`src/rtl/game_flow_ctrl.sv`:
```
// Game sequencer for the helicopter game: debounces the start button, sequences
// start/clear/halt of the pipe processor, keeps the BCD flight score and crash display timing.
module game_flow_ctrl #(
  parameter int TICK_DIV    = 2_500_000,
  parameter int DEB_CYCLES  = 500_000,
  parameter int BLINK_TICKS = 5,
  parameter int CRASH_TICKS = 40
) (
  input  logic        clock,
  input  logic        aclr,
  input  logic        start_n,
  input  logic        collision,
  output logic        proc_run,
  output logic        proc_clr,
  output logic [1:0]  disp_mode,
  output logic [15:0] score_bcd,
  output logic [2:0]  state_out
);

  localparam int TW = $clog2(TICK_DIV + 1);
  localparam int DW = $clog2(DEB_CYCLES + 1);
  localparam int BW = $clog2(BLINK_TICKS + 1);
  localparam int CW = $clog2(CRASH_TICKS + 1);

  typedef enum logic [2:0] {
    S_IDLE  = 3'd0,
    S_ARM   = 3'd1,
    S_PLAY  = 3'd2,
    S_CRASH = 3'd3,
    S_HOLD  = 3'd4
  } state_t;

  state_t          state, state_next;
  logic [1:0]      sync_q;
  logic            deb_level;
  logic [DW-1:0]   deb_cnt;
  logic            press_evt;
  logic [TW-1:0]   tick_cnt;
  logic            tick;
  logic [CW-1:0]   crash_cnt;
  logic [BW-1:0]   blink_cnt;
  logic            blink_phase;
  logic [15:0]     score_inc;

  // Sync chain and accepted level reset to "released" so no press is seen out of reset.
  // NOTE: sequential state uses non-blocking (<=) so every flop samples pre-edge values.
  always_ff @(posedge clock or posedge aclr) begin
    if (aclr) begin
      sync_q    <= 2'b11;
      deb_level <= 1'b1;
      deb_cnt   <= '0;
    end else begin
      sync_q <= {sync_q[0], start_n};
      if (sync_q[1] != deb_level) begin
        if (deb_cnt == DW'(DEB_CYCLES - 1)) begin
          deb_level <= sync_q[1];
          deb_cnt   <= '0;
        end else begin
          deb_cnt <= deb_cnt + 1'b1;
        end
      end else begin
        deb_cnt <= '0;
      end
    end
  end

  assign press_evt = deb_level && !sync_q[1] && (deb_cnt == DW'(DEB_CYCLES - 1));

  always_ff @(posedge clock or posedge aclr) begin
    if (aclr) tick_cnt <= '0;
    else if (tick) tick_cnt <= '0;
    else tick_cnt <= tick_cnt + 1'b1;
  end

  assign tick = (tick_cnt == TW'(TICK_DIV - 1));

  // BCD +1 with ripple carry across the four digits.
  // NOTE: every always_comb output gets a default first so no latch is inferred.
  always_comb begin
    logic carry;
    score_inc = score_bcd;
    carry     = 1'b1;
    for (int i = 0; i < 4; i++) begin
      if (carry) begin
        if (score_bcd[4*i +: 4] == 4'd9) begin
          score_inc[4*i +: 4] = 4'd0;
        end else begin
          score_inc[4*i +: 4] = score_bcd[4*i +: 4] + 4'd1;
          carry = 1'b0;
        end
      end
    end
  end

  always_ff @(posedge clock or posedge aclr) begin
    if (aclr) begin
      score_bcd   <= '0;
      crash_cnt   <= '0;
      blink_cnt   <= '0;
      blink_phase <= 1'b0;
    end else begin
      if (state == S_ARM) begin
        score_bcd <= '0;
      end else if (state == S_PLAY && tick && !collision && score_bcd != 16'h9999) begin
        score_bcd <= score_inc;
      end

      // Crash timers only live inside CRASH; they are re-zeroed everywhere else.
      if (state == S_CRASH) begin
        if (tick) begin
          crash_cnt <= crash_cnt + 1'b1;
          if (blink_cnt == BW'(BLINK_TICKS - 1)) begin
            blink_cnt   <= '0;
            blink_phase <= ~blink_phase;
          end else begin
            blink_cnt <= blink_cnt + 1'b1;
          end
        end
      end else begin
        crash_cnt   <= '0;
        blink_cnt   <= '0;
        blink_phase <= 1'b0;
      end
    end
  end

  always_ff @(posedge clock or posedge aclr) begin
    if (aclr) state <= S_IDLE;
    else      state <= state_next;
  end

  always_comb begin
    state_next = S_IDLE;
    proc_run   = 1'b0;
    proc_clr   = 1'b0;
    disp_mode  = 2'b00;
    case (state)
      S_IDLE: begin
        state_next = press_evt ? S_ARM : S_IDLE;
      end
      S_ARM: begin
        proc_clr   = 1'b1;
        state_next = S_PLAY;
      end
      S_PLAY: begin
        proc_run   = 1'b1;
        disp_mode  = 2'b01;
        state_next = collision ? S_CRASH : S_PLAY;
      end
      S_CRASH: begin
        disp_mode  = {1'b1, blink_phase};
        state_next = (tick && crash_cnt == CW'(CRASH_TICKS - 1)) ? S_HOLD : S_CRASH;
      end
      S_HOLD: begin
        disp_mode  = 2'b10;
        state_next = press_evt ? S_ARM : S_HOLD;
      end
      default: state_next = S_IDLE;
    endcase
  end

  assign state_out = state;

endmodule
```
`config.mk`:
```
export PLATFORM = sky130hd
export DESIGN_NAME = game_flow_ctrl
export DESIGN_NICKNAME = d
export VERILOG_FILES = /design/src/rtl/game_flow_ctrl.sv
export SDC_FILE = /design/constraint.sdc
export NUM_CORES = 1
export LEC_CHECK = 0
export CAP_MARGIN = 20
export CELL_PAD_IN_SITES_DETAIL_PLACEMENT = 1
export CELL_PAD_IN_SITES_GLOBAL_PLACEMENT = 2
export CORE_UTILIZATION = 30
export CTS_BUF_LIST = sky130_fd_sc_hd__clkbuf_2
export DETAILED_ROUTE_END_ITERATION = 8
export PLACE_DENSITY = 0.77
export RECOVER_POWER = 25
export SYNTH_ARGS = -nofsm -noshare
export SYNTH_HDL_FRONTEND = slang
export SYNTH_SLANG_ARGS = --single-unit
```
`constraint.sdc`:
```
create_clock -name clock -period 3.94 [get_ports clock]
set_input_delay 1.182 -clock clock [delete_from_list [all_inputs] [get_ports clock]]
set_output_delay 1.182 -clock clock [all_outputs]
set_load 0.02 [all_outputs]
```
Word level (Yosys, flattened, before mapping) --
Index checks and enable logic that the tools add are counted.
Storage, ports and cells: register bits after elaboration 73, input bits 4, output and inout bits 23, logic and storage cells 88
Operators by class: $add $sub $neg 8, equality and inequality tests 16, muxes and demuxes 33, bitwise operators 1, reductions and logical operators 18
Operators with widths (number):
- 19-bit 2-to-1 mux | 2
- 16-bit 2-to-1 mux | 2
- 4-bit 2-to-1 mux | 7
- 22-bit by 1-bit adder with 22-bit output, second input constant | 1
- 22-bit equality test, second input constant | 1
- 22-bit 2-to-1 mux | 1
- 19-bit by 1-bit adder with 19-bit output, second input constant | 1
- 19-bit equality test, second input constant | 1
- 4-bit by 1-bit adder with 4-bit output, second input constant | 4
- 4-bit equality test, second input constant | 4
- 16-bit inequality test, second input constant | 1
- 3-bit 2-to-1 mux | 5
- 3-bit case mux with 5 select lines | 1
- 1-bit 2-to-1 mux | 12
- 6-bit 2-to-1 mux | 2
- 2-bit AND reduction | 5
- 2-bit nonzero test | 4
- 6-bit by 1-bit adder with 6-bit output, second input constant | 1
- 3-bit by 2-bit equality test with 1-bit output, second input constant | 2
- 3-bit equality test, second input constant | 2
- 6-bit equality test, second input constant | 1
- 1-bit logical AND | 6
- 2-bit case mux with 3 select lines | 1
- 3-bit by 1-bit adder with 3-bit output, second input constant | 1
- other kinds (7) | 8

Longest topological paths before layout --
depth in word-level cells 7, mapped depth 8, depth with buffers taken out 7

Worst setup path before layout --
OpenSTA, ideal clock, no wires.
path type input port to flip-flop, from input collision, to register score_bcd[0], library setup time 82 ps, arrival 2452 ps, data required time 3858 ps, path slack 1406 ps, cell stages on the path 6, buffers on the path 1, cells stage by stage nor4b_2 nand4_1 or2_1 buf_4 or4_1 a21oi_1
On the way: word-level cells in the longest chain between the ends 4
Ends and longest elaborated chain:
- start: declaration | RTL line 12 | input logic collision,
- 1-bit logical NOT | RTL line 104 | end else if (state == S_PLAY && tick && !collision && score_bcd != 16'h9999) begin
- 1-bit logical AND (2 in series) | RTL line 104
- 2-bit nonzero test (no line)
- end signal: assignment | RTL line 105 | score_bcd <= score_inc;
- end: declaration | RTL line 16 | output logic [15:0] score_bcd,
No other way between the ends. A chain may end at the register's enable or synchronous reset.

Worst setup path in the final report --
from register state[1], in the netlist state_out[1], to output disp_mode[1]
On the way: word-level cells in the longest chain between the ends 2, elaborated cells on any way between the ends 4, classes of those cells 3 x eq/ne; 1 x mux
Ends and longest elaborated chain:
- start: declaration | RTL line 33 | state_t state, state_next;
- start signal: assignment | RTL line 129 | else state <= state_next;
- 3-bit equality test or 3-bit by 2-bit equality test with 1-bit output (tied branches) | RTL line 137 | case (state)
- 2-bit case mux with 3 select lines * | RTL line 137
- end: declaration | RTL line 15 | output logic [1:0] disp_mode,
Every way passes the cells marked *; elsewhere a longest branch is shown, timed or not.

==> impl_metrics.py <==
metrics = {
    "outcome": {
        "run_status": "finished with violations",
        "violations": "capacitance limit, slew limit",
    },
    "logic_synthesis": {
        "synth_top_area_share_pct": 46.2,
        "synth_common_cells": "dfrtp_1 (70), nor2_1 (56), nand2_1 (35), xnor2_1 (22), nand3_1 (21)",
        "syn_nets": 408,
        "synth_ff_type": "dfrtp_1",
        "ys_warn_count": 0,
        "yosys_register_bits": 73,
        "syn_inst": 390,
        "synth_most_common_cell": "dfrtp_1",
        "synth_area_leaders": "dfrtp_1 (46%), nor2_1 (5.5%), xnor2_1 (5.1%)",
        "avgSynthCellArea_um2": 9.71,
        "ys_async_sr_fraction_pct": 100,
        "syn-cell-area_mm2": 0.00379,
        "synth.distinct_cells": 55,
        "synth-edff-count": 0,
        "synth-seq-area-share_pct": 48.3,
        "synth_largest_area_cell": "dfrtp_1",
    },
    "setup_path": {
        "startpoint_type": "flip-flop",
        "endpoint": "disp_mode[1]",
        "critical_path.max_fanout": 13,
        "cpLargestDelayFamily": "buffers and inverters",
        "crit_type": "flip-flop to primary output",
        "max_stage_delay_ns": 0.62,
        "path_buf_inv": 2,
        "crit_required_ns": 2.76,
        "startpoint": "state_out[1]",
        "r2r_cells": 4,
        "crit_chain": "inv_1, nor2_1, nand2_1, nand2_1, clkdlybuf4s50_1",
        "endpoint_kind": "primary output",
        "worst-path-stages": 5,
        "reg2reg_to": "deb_cnt[18]",
        "rrSetupSlack_ns": 1.61,
        "crit_slowest_cell": "clkdlybuf4s50_1",
        "critical_path.most_common_cell": "nand2_1",
        "crit_arrival_ns": 2.30,
        "reg2reg_from": "deb_cnt[12]",
    },
    "placement": {
        "dp_cells": 579,
        "port_buffers": 26,
        "dp.final_hpwl_um": 6100,
        "dpl-instance-area_mm2": 0.00426,
        "place.gp.congestion": 0.739,
    },
    "clock_network": {
        "cts_sinks": 73,
        "cts_resized": 0,
        "clockRootBuffer": "clkbuf_2",
        "insertion_delay_ns": 0.55,
        "ctsHtreeMaxLevel": 3,
        "clkTransAtPathRegs_ns": 0.19,
        "cts_setup_buffers": 0,
        "cts_made_buffers": 9,
        "cts_buffer_depth": 2,
        "tritoncts": "yes",
        "cts-hold-fix-buffers": 0,
    },
    "layout": {
        "final_cells": 595,
        "stdcell_area_mm2": 0.00432,
        "areaGrowthSynthToFinish_pct": 14.1,
        "drive_gt1_share_pct": 8.43,
        "num-nets-final": 440,
        "fillerInstances": 1426,
        "diodes": 0,
    },
    "floorplan": {
        "ios": 27,
        "core_area_mm2": 0.0122,
        "die_x_um": 114,
        "rows": 40,
        "die_area_mm2": 0.0131,
        "start_util_pct": 31.2,
        "die_h_um": 114,
    },
    "run": {
        "max-cap-violations": 1,
    },
    "sta": {
        "drv_slew": 74,
        "fin_crit_sh_pct": 88.5,
        "fin_setup_tns_ns": 0,
        "tightest_slew_ns": 1.85,
        "finalCriticalPeriod_ns": 3.49,
        "finalSetupViolations": 0,
        "rsz0062_at_grt": "no",
        "hold_slack_ns": 0.369,
        "relSlewSlack_pct": -23.4,
        "fmax_mhz": 287,
        "fin_skew_ns": 0.0271,
        "hold_viol_final": 0,
    },
    "power_and_ir_drop": {
        "p_int_uw": 952,
        "combPwrFrac_pct": 17.6,
        "sequentialPowerShare_pct": 56.8,
        "p_sw_uw": 433,
        "p_leak_nw": 1.82,
        "power.share.clock_pct": 25.6,
        "peakVddDrop_mv": 0.127,
        "switching_share_pct": 31.3,
        "p_total_mw": 1.39,
        "p_per_area_mw_per_mm2": 321,
    },
    "grt": {
        "grt.total_usage_pct": 14.9,
        "grt_max_degree": 74,
        "grt_pass1_wl_um": 15100,
        "grt_pass1_vias": 3090,
        "grt-ovfl-total": 0,
        "antenna_found_initial": 0,
    },
    "drt": {
        "num_vias": 2900,
        "drt_iter0_drc": 126,
        "drt-total-wl_um": 8610,
        "ant_nets": 0,
        "firstDrtPassIters": 4,
        "wire_per_inst_um": 14.5,
        "drcViolationCount": 0,
        "vias_per_cell": 4.87,
    },
    "worst_hold_path": {
        "hold_path_class": "flip-flop to flip-flop",
    },
}
[cell type report]
type                            instances  area, um2  share of cell area [%]
Tap cell                              168        210                    4.86
Clock buffer                           15       75.1                    1.74
Timing Repair Buffer                   29        280                    6.49
Sequential cell                        73       1830                    42.4
Multi-Input combinational cell        292       1860                    43.0
Inverter                               17       63.8                    1.48
Clock inverter                          1       5.00                   0.116
[metrics by stage]
stage | setup WS, ns | utilization (%)
floorplan | 0.910 | -
global placement | 0.678 | 35.0
detailed placement | 0.583 | 35.0
CTS | 0.349 | 35.7
global route | 0.226 | 35.5
finish | 0.454 | 35.5
[cell usage in the layout (no fill, tap or decap), types with 2 or more instances in the layout]
master / n
a21oi_1: 14
dlygate4sd3_1: 2
dfstp_2: 3
nor4_1: 5
nor2_1: 56
xor2_1: 19
a211oi_1: 2
ha_1: 14
nand3b_1: 6
nor3_1: 8
inv_1: 16
or4_1: 4
clkdlybuf4s50_1: 24
or2_1: 2
and3_1: 11
nand3_1: 21
or3b_1: 2
o31ai_1: 3
xnor2_1: 22
and3b_1: 3
o211ai_1: 2
o21ai_0: 12
buf_4: 2
mux2i_1: 2
clkbuf_2: 16
or2_2: 3
or3_1: 3
nand2b_1: 2
and2_1: 3
nand2_1: 35
nand4_1: 13
dfrtp_1: 70
nor4b_1: 2
[sequential cells by signal, summed over array words and instances, names as in the netlist]
register,flops
tick_cnt,22
deb_cnt,19
score_bcd,16
crash_cnt,6
blink_cnt,3
state_out,3
sync_q,2
blink_phase,1
deb_level,1
[power by group through the flow]
stage / Clock (mW) / Combinational, mW / Sequential [mW]
global route: 0.413 / 0.269 / 0.791
global placement: 0 / 0.249 / 0.800
detailed placement: 0 / 0.255 / 0.800
finish: 0.355 / 0.243 / 0.787
floorplan: 0 / 0.129 / 0.808
CTS: 0.384 / 0.255 / 0.787
[worst register-to-register path, cell delays in order, from the launching register on]
cell,delay [ns]
dfrtp_1,0.46
or4_1,0.53
nor4_1,0.54
or2_1,0.57
nor2_1,0.12
[worst min-delay path by stage]
stage	start	to	slack, ns	cells after the start
final	sync_q[0]	sync_q[1]	0.37	0
after floorplan	sync_q[0]	sync_q[1]	0.35	0
after CTS	sync_q[0]	sync_q[1]	0.37	0
after detailed placement	sync_q[0]	sync_q[1]	0.35	0
after global routing	sync_q[0]	sync_q[1]	0.37	0
after global placement	sync_q[0]	sync_q[1]	0.35	0
[metal layers]
| metal | vias up | routed length (um) | share of wire [%] | track usage, % |
|---|---|---|---|---|
| li1 | 1418 | - | - | - |
| met1 | 1454 | 4110 | 48 | 18.6 |
| met2 | 22 | 4150 | 48 | 24.3 |
| met3 | 6 | 281 | 3.3 | 5.29 |
| met4 | 0 | 76 | 0.88 | 4.16 |
| met5 | - | 0 | 0 | 0 |
[kinds of logic after synthesis]
kind of cell	after synthesis	synth area share, %
xor gates and xnor gates	41	9.48
adders and majority gates	14	4.62
muxes	3	0.826
AOI/OAI and AO/OA	41	6.54
buffers and inverters	25	2.67
and+or+nand+nor	193	27.5
DFF	73	48.3
Power figures use the tool's default switching activity.
